[config.mk]
export PLATFORM = sky130hd
export DESIGN_NAME = axi4lite_mem_master
export DESIGN_NICKNAME = d
export VERILOG_FILES = /design/src/rtl/axi4lite_pkg.sv /design/src/rtl/axi4lite_mem_master.sv
export SDC_FILE = /design/constraint.sdc
export NUM_CORES = 1
export LEC_CHECK = 0
export CORE_ASPECT_RATIO = 0.8
export CORE_UTILIZATION = 40
export CTS_BUF_LIST = sky130_fd_sc_hd__clkbuf_8
export DETAILED_ROUTE_END_ITERATION = 6
export PLACE_DENSITY_LB_ADDON = 0.05
export SYNTH_ARGS = -nofsm -noshare
export SYNTH_HDL_FRONTEND = slang
export SYNTH_SLANG_ARGS = --single-unit
[constraint.sdc]
create_clock -name aclk -period 8.6 [get_ports aclk]
set_input_delay 1.72 -clock aclk [delete_from_list [all_inputs] [get_ports aclk]]
set_output_delay 1.72 -clock aclk [all_outputs]
set_load 0.02 [all_outputs]
[src/rtl/axi4lite_pkg.sv]
`default_nettype none
// ============================================================================
// Module   : axi4lite_pkg
// Brief    : Shared AXI4-lite response codes, default widths and master FSM
//            state encoding.
// Revision : 1.0 - initial release
// ============================================================================
package axi4lite_pkg;

  localparam int AXI_ADDR_W = 32;
  localparam int AXI_DATA_W = 32;

  localparam logic [1:0] RESP_OKAY   = 2'b00;
  localparam logic [1:0] RESP_EXOKAY = 2'b01;
  localparam logic [1:0] RESP_SLVERR = 2'b10;
  localparam logic [1:0] RESP_DECERR = 2'b11;

  typedef enum logic [2:0] {
    IDLE    = 3'd0,
    RD_ADDR = 3'd1,
    RD_DATA = 3'd2,
    WR_REQ  = 3'd3,
    WR_RESP = 3'd4
  } mst_state_t;

  function automatic logic resp_is_err(input logic [1:0] resp);
    return (resp == RESP_SLVERR) || (resp == RESP_DECERR);
  endfunction

endpackage
`default_nettype wire

[src/rtl/axi4lite_mem_master.sv]
`default_nettype none
// ============================================================================
// Module   : axi4lite_mem_master
// Brief    : Single-outstanding core memory request -> AXI4-lite initiator.
//            Optional AXI_MASTER_ALIGN_CHECK_EN rejects misaligned requests.
// Revision : 1.0 - initial release
// ============================================================================
module axi4lite_mem_master
  import axi4lite_pkg::*;
#(
  parameter int ADDR_W = AXI_ADDR_W,
  parameter int DATA_W = AXI_DATA_W
) (
  input  logic                  aclk,
  input  logic                  areset,
  input  logic                  req_valid,
  output logic                  req_ready,
  input  logic                  req_wen,
  input  logic [ADDR_W-1:0]     req_addr,
  input  logic [DATA_W-1:0]     req_wdata,
  input  logic [DATA_W/8-1:0]   req_wstrb,
  output logic                  resp_valid,
  output logic [DATA_W-1:0]     resp_rdata,
  output logic                  resp_err,
  output logic                  awvalid,
  input  logic                  awready,
  output logic [ADDR_W-1:0]     awaddr,
  output logic                  wvalid,
  input  logic                  wready,
  output logic [DATA_W-1:0]     wdata,
  output logic [DATA_W/8-1:0]   wstrb,
  input  logic                  bvalid,
  output logic                  bready,
  input  logic [1:0]            bresp,
  output logic                  arvalid,
  input  logic                  arready,
  output logic [ADDR_W-1:0]     araddr,
  input  logic                  rvalid,
  output logic                  rready,
  input  logic [DATA_W-1:0]     rdata,
  input  logic [1:0]            rresp
);

  mst_state_t            r_state, w_state;
  logic [ADDR_W-1:0]     r_addr, w_addr;
  logic [DATA_W-1:0]     r_wdata, w_wdata;
  logic [DATA_W/8-1:0]   r_wstrb, w_wstrb;
  logic                  r_awdone, w_awdone;
  logic                  r_wdone, w_wdone;
  logic                  w_arvalid, w_rready, w_awvalid, w_wvalid, w_bready;
  logic                  w_resp_valid, w_resp_err;
  logic [DATA_W-1:0]     w_resp_rdata;

  assign req_ready = (r_state == IDLE);
  assign awaddr    = r_addr;
  assign araddr    = r_addr;
  assign wdata     = r_wdata;
  assign wstrb     = r_wstrb;

  always_comb begin
    w_state      = r_state;
    w_addr       = r_addr;
    w_wdata      = r_wdata;
    w_wstrb      = r_wstrb;
    w_awdone     = r_awdone;
    w_wdone      = r_wdone;
    w_arvalid    = arvalid;
    w_rready     = rready;
    w_awvalid    = awvalid;
    w_wvalid     = wvalid;
    w_bready     = bready;
    w_resp_valid = 1'b0;
    w_resp_rdata = resp_rdata;
    w_resp_err   = resp_err;
    case (r_state)
      IDLE: begin
        if (req_valid) begin
          w_addr  = req_addr;
          w_wdata = req_wdata;
          w_wstrb = req_wstrb;
`ifdef AXI_MASTER_ALIGN_CHECK_EN
          // Misaligned requests are answered locally with an error, no bus traffic.
          if (req_addr[1:0] != 2'b00) begin
            w_resp_valid = 1'b1;
            w_resp_err   = 1'b1;
            w_resp_rdata = '0;
          end else
`endif
          if (req_wen) begin
            w_state   = WR_REQ;
            w_awvalid = 1'b1;
            w_wvalid  = 1'b1;
            w_awdone  = 1'b0;
            w_wdone   = 1'b0;
          end else begin
            w_state   = RD_ADDR;
            w_arvalid = 1'b1;
          end
        end
      end
      RD_ADDR: begin
        if (arready) begin
          w_arvalid = 1'b0;
          w_rready  = 1'b1;
          w_state   = RD_DATA;
        end
      end
      RD_DATA: begin
        if (rvalid) begin
          w_rready     = 1'b0;
          w_resp_rdata = rdata;
          w_resp_err   = resp_is_err(rresp);
          w_resp_valid = 1'b1;
          w_state      = IDLE;
        end
      end
      WR_REQ: begin
        // AW and W complete independently; B is opened once both are done.
        if (awvalid && awready) begin
          w_awvalid = 1'b0;
          w_awdone  = 1'b1;
        end
        if (wvalid && wready) begin
          w_wvalid = 1'b0;
          w_wdone  = 1'b1;
        end
        if (w_awdone && w_wdone) begin
          w_bready = 1'b1;
          w_state  = WR_RESP;
        end
      end
      WR_RESP: begin
        if (bvalid) begin
          w_bready     = 1'b0;
          w_resp_rdata = '0;
          w_resp_err   = resp_is_err(bresp);
          w_resp_valid = 1'b1;
          w_state      = IDLE;
        end
      end
      default: w_state = IDLE;
    endcase
  end

  always_ff @(posedge aclk or posedge areset) begin
    if (areset) begin
      r_state    <= IDLE;
      r_addr     <= '0;
      r_wdata    <= '0;
      r_wstrb    <= '0;
      r_awdone   <= 1'b0;
      r_wdone    <= 1'b0;
      arvalid    <= 1'b0;
      rready     <= 1'b0;
      awvalid    <= 1'b0;
      wvalid     <= 1'b0;
      bready     <= 1'b0;
      resp_valid <= 1'b0;
      resp_rdata <= '0;
      resp_err   <= 1'b0;
    end else begin
      r_state    <= w_state;
      r_addr     <= w_addr;
      r_wdata    <= w_wdata;
      r_wstrb    <= w_wstrb;
      r_awdone   <= w_awdone;
      r_wdone    <= w_wdone;
      arvalid    <= w_arvalid;
      rready     <= w_rready;
      awvalid    <= w_awvalid;
      wvalid     <= w_wvalid;
      bready     <= w_bready;
      resp_valid <= w_resp_valid;
      resp_rdata <= w_resp_rdata;
      resp_err   <= w_resp_err;
    end
  end

endmodule
`default_nettype wire

==> out/metrics.cfg <==
[global_route]
grtUsageTotal_pct=19.1
antenna_found_initial=0
overflow=0
grt_max_degree=62
grt_pass1_vias=3327
grt_pass1_wl_mm=18.6

[clock_network]
ctsResizeCount=0
cts_tree=built
hold_buffers=0
cts_root_buf=clkbuf_8
insertion_delay_ps=370
clk_path_buf_depth=2
cts.htree.levels=3
postCtsSetupBuffers=0
clk_pin_slew_ps=100
cts-buffers-inserted=9
numClockSinks=112

[synth]
syn-mean-instance-area_um2=15.6
synthTopCellsByArea=dfrtp_1, mux2_4, a22o_1, buf_4, buf_12
synth_flop_cell=dfrtp_1
netlist.area_leader.share_pct=57.7
yosysSeqAreaShare_pct=57.7
syn_nets=425
netlist_area_mm2=0.00486
synth-edff-count=0
yosys_register_bits=112
ys_types=36
synth_most_common_cell=dfrtp_1
async_reset_ff_share_pct=100
synth_top_area_cell=dfrtp_1
synthCells=312
synthTopCellsByCount=dfrtp_1, mux2_4, buf_4, a22o_1, mux2_1
yosys_warnings=0

[status]
status=finished, violations left
violations=DRC

[die]
core_area_mm2=0.0117
io_pins=253
die_w_um=125
die-area_mm2=0.0126
die_height_um=101
initial_core_util_pct=41.6
rows=35

[layout]
synthToLayoutAreaGrowth_pct=51.3
finalNetCount=641
antenna_cells=0
nFillCells=907
drive_gt1_share_pct=16.9
fin_util_pct=62.9
design_area_mm2=0.00735

[timing]
setup_ws_ps=4910
fmax_mhz=271
final-setup-viol-count=0
post-route-period-util_pct=42.9
holdWs_ps=497
finalMaxSlewViolations=0
slew_headroom_pct=17.8
rsz0062_at_grt=no
fin_worst_skew_ps=10.6
tightestPinTransition_ps=1230
final.setup.tns_ps=0
min_period_ps=3690
finalHoldViolations=0

[power]
switching_share_pct=37.6
p_seq_share_pct=32.2
combPwrFrac_pct=56.9
ir_drop_uv=186
clkPwrFrac_pct=10.9
p_sw_uw=1130
intPower_uw=1870
power.leakage_uw=0.00322
pwr_density_cell_mw_per_mm2=408

[placement]
place_hpwl_mm=8.35
place_congestion=0.747
post-place-ws_ps=4500
place_area_mm2=0.00715
io_buffers=250

[drt]
drt_wl_total_mm=11.7
ant_nets=0
drt-vias-per-instance=4.80
first_pass_iters=7
drt_iter0_drc=196
avgRoutedWirePerCell_um=17.2
vias=3271
post-route-drc-count=18

[min_path]
holdCritPathClass=reg2reg

[job]
timing.max_cap.violations=0

[worst_setup_path]
crit_type=in2reg
endpoint_kind=flip-flop
crit_required_ps=8860
crit_path_start_kind=primary input
worstPathMaxFanout=57
worstPathArrival_ps=3950

[worst paths after layout]
check	startpoint	to	slack, ps	cells past startpoint
setup / recovery	req_valid	araddr[31]	4910	5
hold / removal	wdata[31]	wdata[31]	500	1
setup reg to reg	r_state[2]	araddr[31]	6030	4
hold reg to reg	wdata[31]	wdata[31]	500	1
max in group asynchronous	areset	awvalid	5550	3
min in group asynchronous	areset	araddr[27]	1800	2
[cell type report]
type	count	area (µm²)	share of cell area [%]
clock buffers	10	138	1.87
clock inverters	6	68.8	0.936
inverters	9	36.3	0.493
multi-input cells	142	1590	21.6
flip-flops and latches	112	2800	38.1
well taps	148	185	2.52
repair buffers	254	2530	34.4
[power by group through the flow]
stage | Clock (µW) | Sequential, µW | Combinational [µW]
after floorplan | 0 | 1250 | 779
after global placement | 0 | 966 | 1710
after detailed placement | 0 | 977 | 1720
after CTS | 340 | 971 | 1730
after global routing | 359 | 1010 | 1790
final | 327 | 966 | 1710
[cells in the final DEF, fill, tap and decap left out, types with 2 or more instances in the layout]
cell type	count
a21oi_1	6
a22o_1	31
a31oi_1	5
and3b_1	3
buf_4	4
clkbuf_8	10
clkdlybuf4s50_1	250
clkinv_4	3
dfrtp_1	112
inv_1	7
inv_2	2
mux2_1	9
mux2_4	60
nand2_1	2
nand2b_1	4
nor3b_1	2
o21ai_1	3
[registers in the layout (all words and copies together) (netlist names), 3 cells and up]
signal,cells
wstrb,4
araddr,32
wdata,32
resp_rdata,32
r_state,3
[through the flow]
step,instances,total power [µW]
2_1_floorplan,312,2030
3_3_place_gp,665,2680
3_5_place_dp,665,2700
4_1_cts,681,3040
5_1_grt,681,3160
6_report,681,3000
[cells by family (layout without fill, tap and decap cells)]
logic type / after synthesis / in the layout / synth area share [%]
multiplexers: 70 / 70 / 20.9
AND/OR/NAND/NOR: 20 / 20 / 3.14
buffers and inverters: 58 / 279 / 9.89
flip-flops: 112 / 112 / 57.7
AO/OA/AOI/OAI: 52 / 52 / 8.45
[critical path, stage by stage]
cell and delay (ps):
clkdlybuf4s50_1 500, nor4b_4 190, buf_4 300, buf_4 840, mux2_1 380
[per-layer routing]
metal	share of wire [%]	track usage [%]	wire length [µm]
met1	44	25.6	5120
met2	47	29.8	5490
met3	7.6	5.89	894
met4	2.0	6.38	231
met5	0	0	0
(Power assumes the default switching activity.)
